File: config.mk
export PLATFORM = sky130hd
export DESIGN_NAME = uart_tx_arbiter_flat
export DESIGN_NICKNAME = d
export VERILOG_FILES = /design/src/rtl/uart_tx_arbiter_if.sv /design/src/rtl/uart_tx_arbiter.sv /design/src/flat_wrapper.sv
export SDC_FILE = /design/constraint.sdc
export NUM_CORES = 1
export LEC_CHECK = 0
export ABC_CLOCK_PERIOD_IN_PS = 3020
export BUFFER_PORTS_ARGS = -buffer_cell sky130_fd_sc_hd__clkbuf_2
export CAP_MARGIN = 20
export CORE_ASPECT_RATIO = 0.9
export CORE_UTILIZATION = 46
export DETAILED_ROUTE_END_ITERATION = 10
export PLACE_DENSITY = 0.81
export SLEW_MARGIN = 0
export SYNTH_ARGS = -nofsm -noshare
export SYNTH_HDL_FRONTEND = slang
export SYNTH_SLANG_ARGS = --single-unit
File: constraint.sdc
create_clock -name clk_i -period 3.02 [get_ports clk_i]
set_input_delay 0.302 -clock clk_i [delete_from_list [all_inputs] [get_ports clk_i]]
set_output_delay 0.302 -clock clk_i [all_outputs]
set_load 0.03 [all_outputs]
File: src/rtl/uart_tx_arbiter_if.sv
// Requester byte streams and TX FIFO write port shared by the round-robin arbiter.
interface uart_tx_arbiter_if #(
  parameter int unsigned N_REQ = 4
);
  logic [N_REQ-1:0]   valid_i;
  logic [N_REQ-1:0]   last_i;
  logic [8*N_REQ-1:0] data_i;
  logic [N_REQ-1:0]   ready_o;
  logic               tx_fifo_full_i;
  logic [7:0]         data_tx_o;
  logic               tx_fifo_write_o;

  modport master (
    output valid_i, last_i, data_i, tx_fifo_full_i,
    input  ready_o, data_tx_o, tx_fifo_write_o
  );

  modport slave (
    input  valid_i, last_i, data_i, tx_fifo_full_i,
    output ready_o, data_tx_o, tx_fifo_write_o
  );
endinterface

File: src/rtl/uart_tx_arbiter.sv
// Round-robin burst arbiter for the UART TX FIFO write port.
// Optional stall-timeout release enabled by defining TX_ARB_TIMEOUT_EN.
module uart_tx_arbiter #(
  parameter int unsigned N_REQ          = 4,
  parameter int unsigned MAX_BURST      = 8,
  parameter int unsigned TIMEOUT_CYCLES = 64
) (
  input  logic             clk_i,
  input  logic             rst_n_i,
  input  logic             enable_i,
  input  logic             flush_i,
  uart_tx_arbiter_if.slave bus,
  output logic [N_REQ-1:0] gnt_o,
  output logic             busy_o,
  output logic             timeout_o
);
  localparam int unsigned IW = $clog2(N_REQ);
  localparam int unsigned CW = $clog2(MAX_BURST + 1);

  typedef enum logic {ARB_IDLE, ARB_GRANT} state_e;

  state_e           state_q, state_d;
  logic [N_REQ-1:0] gnt_q, gnt_d;
  logic [IW-1:0]    gidx_q, gidx_d;
  logic [IW-1:0]    rr_q, rr_d;
  logic [CW-1:0]    cnt_q, cnt_d;
  logic [CW-1:0]    cnt_inc;
  logic [IW-1:0]    gidx_inc;
  logic [IW-1:0]    win_idx;
  logic             win_found;
  logic [IW:0]      scan_sum;
  logic             in_grant;
  logic             wr;
  logic             rel;
  logic             timeout_d;

`ifdef TX_ARB_TIMEOUT_EN
  localparam int unsigned SW = $clog2(TIMEOUT_CYCLES + 1);
  logic [SW-1:0] stall_q, stall_d;
  logic          timeout_q;
`else
  // Without the stall counter the timeout depth has no effect.
  if (TIMEOUT_CYCLES == 0) begin : g_timeout_unused
  end
`endif

  assign in_grant = (state_q == ARB_GRANT);
  assign wr       = in_grant & bus.valid_i[gidx_q] & ~bus.tx_fifo_full_i & ~flush_i;
  assign cnt_inc  = cnt_q + 1'b1;
  assign gidx_inc = (gidx_q == IW'(N_REQ - 1)) ? '0 : gidx_q + 1'b1;

  assign bus.ready_o         = (in_grant & ~bus.tx_fifo_full_i & ~flush_i) ? gnt_q : '0;
  assign bus.tx_fifo_write_o = wr;
  assign bus.data_tx_o       = in_grant ? bus.data_i[{gidx_q, 3'b000} +: 8] : '0;
  assign gnt_o               = gnt_q;
  assign busy_o              = in_grant;

  // First valid requester at or after the rr pointer, wrapping modulo N_REQ.
  always_comb begin
    win_found = 1'b0;
    win_idx   = '0;
    scan_sum  = '0;
    for (int unsigned i = 0; i < N_REQ; i++) begin
      scan_sum = {1'b0, rr_q} + (IW + 1)'(i);
      if (scan_sum >= (IW + 1)'(N_REQ)) scan_sum = scan_sum - (IW + 1)'(N_REQ);
      if (!win_found && bus.valid_i[scan_sum[IW-1:0]]) begin
        win_found = 1'b1;
        win_idx   = scan_sum[IW-1:0];
      end
    end
  end

  always_comb begin
    state_d   = state_q;
    gnt_d     = gnt_q;
    gidx_d    = gidx_q;
    rr_d      = rr_q;
    cnt_d     = cnt_q;
    rel       = 1'b0;
    timeout_d = 1'b0;
`ifdef TX_ARB_TIMEOUT_EN
    stall_d   = stall_q;
`endif
    if (flush_i) begin
      state_d = ARB_IDLE;
      gnt_d   = '0;
      cnt_d   = '0;
`ifdef TX_ARB_TIMEOUT_EN
      stall_d = '0;
`endif
    end else begin
      case (state_q)
        ARB_IDLE: begin
          if (enable_i && win_found) begin
            state_d = ARB_GRANT;
            gnt_d   = N_REQ'(1) << win_idx;
            gidx_d  = win_idx;
            cnt_d   = '0;
          end
        end
        ARB_GRANT: begin
          if (wr) begin
            cnt_d = cnt_inc;
            if (bus.last_i[gidx_q] || (cnt_inc == CW'(MAX_BURST))) rel = 1'b1;
          end
`ifdef TX_ARB_TIMEOUT_EN
          // Only cycles with the granted requester idle count as stall.
          if (bus.valid_i[gidx_q]) begin
            stall_d = '0;
          end else if (stall_q == SW'(TIMEOUT_CYCLES - 1)) begin
            rel       = 1'b1;
            timeout_d = 1'b1;
          end else begin
            stall_d = stall_q + 1'b1;
          end
`endif
          if (rel) begin
            state_d = ARB_IDLE;
            gnt_d   = '0;
            cnt_d   = '0;
            rr_d    = gidx_inc;
`ifdef TX_ARB_TIMEOUT_EN
            stall_d = '0;
`endif
          end
        end
        default: begin
          state_d = ARB_IDLE;
          gnt_d   = '0;
          cnt_d   = '0;
        end
      endcase
    end
  end

  always_ff @(posedge clk_i or negedge rst_n_i) begin
    if (!rst_n_i) begin
      state_q   <= ARB_IDLE;
      gnt_q     <= '0;
      gidx_q    <= '0;
      rr_q      <= '0;
      cnt_q     <= '0;
`ifdef TX_ARB_TIMEOUT_EN
      stall_q   <= '0;
      timeout_q <= 1'b0;
`endif
    end else begin
      state_q   <= state_d;
      gnt_q     <= gnt_d;
      gidx_q    <= gidx_d;
      rr_q      <= rr_d;
      cnt_q     <= cnt_d;
`ifdef TX_ARB_TIMEOUT_EN
      stall_q   <= stall_d;
      timeout_q <= timeout_d;
`endif
    end
  end

`ifdef TX_ARB_TIMEOUT_EN
  assign timeout_o = timeout_q;
`else
  assign timeout_o = 1'b0;
  logic unused_timeout;
  assign unused_timeout = timeout_d;
`endif
endmodule

File: src/flat_wrapper.sv
// flat-port wrapper written by rule: the top's interface ports become plain ports
module uart_tx_arbiter_flat 
#(
  parameter int unsigned N_REQ          = 4,
  parameter int unsigned MAX_BURST      = 8,
  parameter int unsigned TIMEOUT_CYCLES = 64
)
  (clk_i, rst_n_i, enable_i, flush_i, gnt_o, busy_o, timeout_o, bus_valid_i, bus_last_i, bus_data_i, bus_tx_fifo_full_i, bus_ready_o, bus_data_tx_o, bus_tx_fifo_write_o);
  uart_tx_arbiter_if #(.N_REQ(N_REQ)) bus_i ();
  input  logic clk_i;
  input  logic rst_n_i;
  input  logic enable_i;
  input  logic flush_i;
  output logic [N_REQ-1:0] gnt_o;
  output logic busy_o;
  output logic timeout_o;
  input wire logic [$bits(bus_i.valid_i)-1:0] bus_valid_i;
  input wire logic [$bits(bus_i.last_i)-1:0] bus_last_i;
  input wire logic [$bits(bus_i.data_i)-1:0] bus_data_i;
  input wire logic [$bits(bus_i.tx_fifo_full_i)-1:0] bus_tx_fifo_full_i;
  output wire logic [$bits(bus_i.ready_o)-1:0] bus_ready_o;
  output wire logic [$bits(bus_i.data_tx_o)-1:0] bus_data_tx_o;
  output wire logic [$bits(bus_i.tx_fifo_write_o)-1:0] bus_tx_fifo_write_o;
  assign bus_i.valid_i = bus_valid_i;
  assign bus_i.last_i = bus_last_i;
  assign bus_i.data_i = bus_data_i;
  assign bus_i.tx_fifo_full_i = bus_tx_fifo_full_i;
  assign bus_ready_o = bus_i.ready_o;
  assign bus_data_tx_o = bus_i.data_tx_o;
  assign bus_tx_fifo_write_o = bus_i.tx_fifo_write_o;
  uart_tx_arbiter #(.N_REQ(N_REQ), .MAX_BURST(MAX_BURST), .TIMEOUT_CYCLES(TIMEOUT_CYCLES)) u_core (.clk_i(clk_i), .rst_n_i(rst_n_i), .enable_i(enable_i), .flush_i(flush_i), .bus(bus_i), .gnt_o(gnt_o), .busy_o(busy_o), .timeout_o(timeout_o));
endmodule
==> metrics.md <==
| Metric | Value |
|---|---|
| Clk pwr share | 0.145 |
| R2R Setup Slk | 930 ps |
| Clock Pin Slew Worst Setup and Hold Paths | 80 ps |
| Worst hold path endpoint | u_core.cnt_q[1] |
| Simple-gate portion of the synthesized area | 0.217 |
| Worst-path fanout max | 10 |
| Setup crit start | u_core.gidx_q[0] |
| DR pass1 iterations | 4 |
| Share of cells above drive strength 1 | 0.494 |
| Detailed placer's ending HPWL | 2.21 mm |
| Die area | 0.00254 mm2 |
| CTS Buffer Depth | 2 |
| Die Y | 47.9 um |
| Core area | 0.00220 mm2 |
| Initial DRC Count | 15 |
| Row cnt | 16 |
| Antenna viol nets, final | 0 |
| Most frequent cells in the layout | clkbuf_2 (62), and2_1 (13), dfrtp_1 (13) |
| Worst-Margin Slew | 568 ps |
| Vias in the first global route | 993 |
| DR vias/cell | 5.31 |
| I/O Pins | 64 |
| Pwr Total | 754 uW |
| Post-route DRC | 0 |
| Share of power burned in registers | 0.352 |
| Synth Area per Inst | 10.2 um2 |
| Top cell type's share of synthesized area | 0.302 |
| Rel. slew slack | 0.621 |
| Yosys reg bits | 13 |
| Crit path kind | reg -> out |
| Mapped Cells | 106 |
| CTS tree | built |
| Hold Crit Start | flush_i |
| Vias | 1047 |
| Placed cell areas | 0.00141 mm2 |
| # port buffers | 62 |
| Synth warn | 0 |
| Area of the multi-input gates | 704 um2 |
| Placed cell count | 192 |
| Critical Path AT | 1970 ps |
| Combinational share of power | 0.502 |
| Status | finished clean |
| Chip Width | 53.0 um |
| Most used DFF post-synth | dfrtp_1 |
| RR Endpoint | u_core.cnt_q[3] |
| Area grow syn2layout | 34.2% |
| Peak supply drop | 0.374 mV |
| Async set-reset flop share out of synthesis | 1.00 |
| FF-to-FF path depth | 6 |
| Ranking of synthesized cells by area | dfrtp_1 (30%), mux4_2 (21%), and2_1 (7.6%) |
| Seq/Total Area, Yosys | 0.302 |
| Post-Syn Area | 0.00108 mm2 |
| Commonest non-fill, non-tap cell in the layout | clkbuf_2 |
| Cell internal pwr | 449 uW |
| Largest net degree at the start of global routing | 15 |
| Fillcell total | 199 |
| Worst path required time | 2720 ps |
| Final Setup Violations | 0 |
| EDFF count, synth | 0 |
| Total GRT Usage | 0.235 |
| Final WL | 2.68 mm |
| Synthesized net count | 153 |
| Count of pins over their slew limit | 0 |
| Critical R2R Launch | u_core.gidx_q[0] |
| XOR/XNOR Fraction of Synth Area | 0 |
| Register Area | 325 um2 |
| Hold_ws | 411 ps |
| Mux cell area share after synthesis | 0.220 |
| Cell area after layout | 0.00144 mm2 |
| Crit share post-route | 0.751 |
| Main combinational cell family by area after synthesis | multiplexers |
| Starting Density | 0.489 |
| Min cycle time layout | 2270 ps |
| Hold Vio Cnt, Final | 0 |
| Total gr overflow | 0 |
| Wire per inst | 13.6 um |
| Synth cell types | 37 |
| Fmax | 441 MHz |
| Synth Area in Adders | 0.0233 |
| RSZ-0062 raised after global routing | false |
| Setup TNS | 0 ps |
| Switching pwr | 305 uW |
| Initial antenna violation count | 0 |
| GPL Wtd Cong | 0.826 |
| Worst Setup End Kind | output pin |
| Leading area contributor after synthesis | dfrtp_1 |
| Clk sinks | 13 |
| Leakage | 0.703 nW |
| Layout Cells excl Fill | 197 |
| Switching Fraction | 0.404 |
| Clock Latency Late Sink | 270 ps |
| P per Cell Area | 522 mW/mm2 |
| Nets | 218 |
| Root Buffer | clkbuf_4 |
| Skew final | 1.13 ps |
| Startpoint Class | flop |
| Compound-Gate Fraction of Synth Area | 0.191 |
| ANT cells | 0 |
| Max Cap Violations | 0 |
| H-tree depth | 1 |
| Worst hold-check path type | in -> reg |
| CTS Buf Count | 3 |
| Hold Path Cell Cnt | 4 |
| First-pass GRT wire length | 4.21 mm |
worst max-delay path: stages (launching register included):
cell and delay [ps]:
dfrtp_1 450, buf_4 250, mux4_2 570, and2_1 230
clkbuf_2 200
metrics by stage:
step / util / worst slack, ps
after CTS: 0.656 / 734
final: 0.656 / 752
after global placement: 0.639 / 983
after global routing: 0.656 / 641
after detailed placement: 0.639 / 939
after floorplan: - / 1150
power groups by stage:
stage                     clock network [mW]  logic (mW)  registers [mW]
after floorplan                            0       0.287           0.254
after global placement                     0       0.367           0.264
after detailed placement                   0       0.377           0.269
after CTS                              0.111       0.380           0.266
after global routing                   0.116       0.411           0.274
final                                  0.109       0.379           0.266
registers in the layout, indices dropped and copies added (netlist names):
| signal | cells |
|---|---|
| u_core.busy_o | 1 |
| u_core.cnt_q | 4 |
| u_core.gidx_q | 2 |
| u_core.gnt_o | 4 |
| u_core.rr_q | 2 |
cell families after synthesis:
family | Yosys count
AOI/OAI and AO/OA | 26
other | 1
buffers and inverters | 11
and+or+nand+nor | 42
muxes | 11
DFF | 13
adders and majority gates | 2
what timing repair did:
item | in CTS | in global routing
hold buffers | 1 | 0
hold endpoints to repair | 13 | 0
gates resized for setup | 0 | 0
endpoints found under the setup margin | 0 | 0
buffers inserted | 0 | 0
metal layers:
metal	share of wire	global-route usage	up-vias
li1	-	-	521
met1	0.40	0.259	494
met2	0.55	0.473	30
met3	0.045	0.0317	2
met4	0.0030	0.0684	0
met5	0	0	-
area by class of cell:
class,count,area share
clock buffers,4,0.0182
multi-input cells,82,0.488
repair buffers,64,0.227
flip-flops and latches,13,0.225
inverters,7,0.0182
well taps,27,0.0234
worst max path at each step:
stage / to / slack, ps / cells past startpoint
2_1_floorplan: u_core.rr_q[1] / 1150 / 4
3_3_place_gp: u_core.cnt_q[3] / 980 / 6
3_5_place_dp: u_core.cnt_q[3] / 940 / 6
4_1_cts: bus_tx_fifo_write_o / 730 / 4
5_1_grt: bus_tx_fifo_write_o / 640 / 4
6_report: bus_tx_fifo_write_o / 750 / 4
cell usage after synthesis, drive strengths merged, types with 2 or more instances:
library cell	number
dfrtp	13
a21oi	2
o21ai	10
nand2	10
nor2	3
and2	13
ha	2
clkbuf	2
or2	2
mux4	10
nor3	2
buf	2
nand3	2
nor2b	5
inv	7
a31oi	2
a21o	2
o22ai	2
Power figures use the tool's default switching activity.
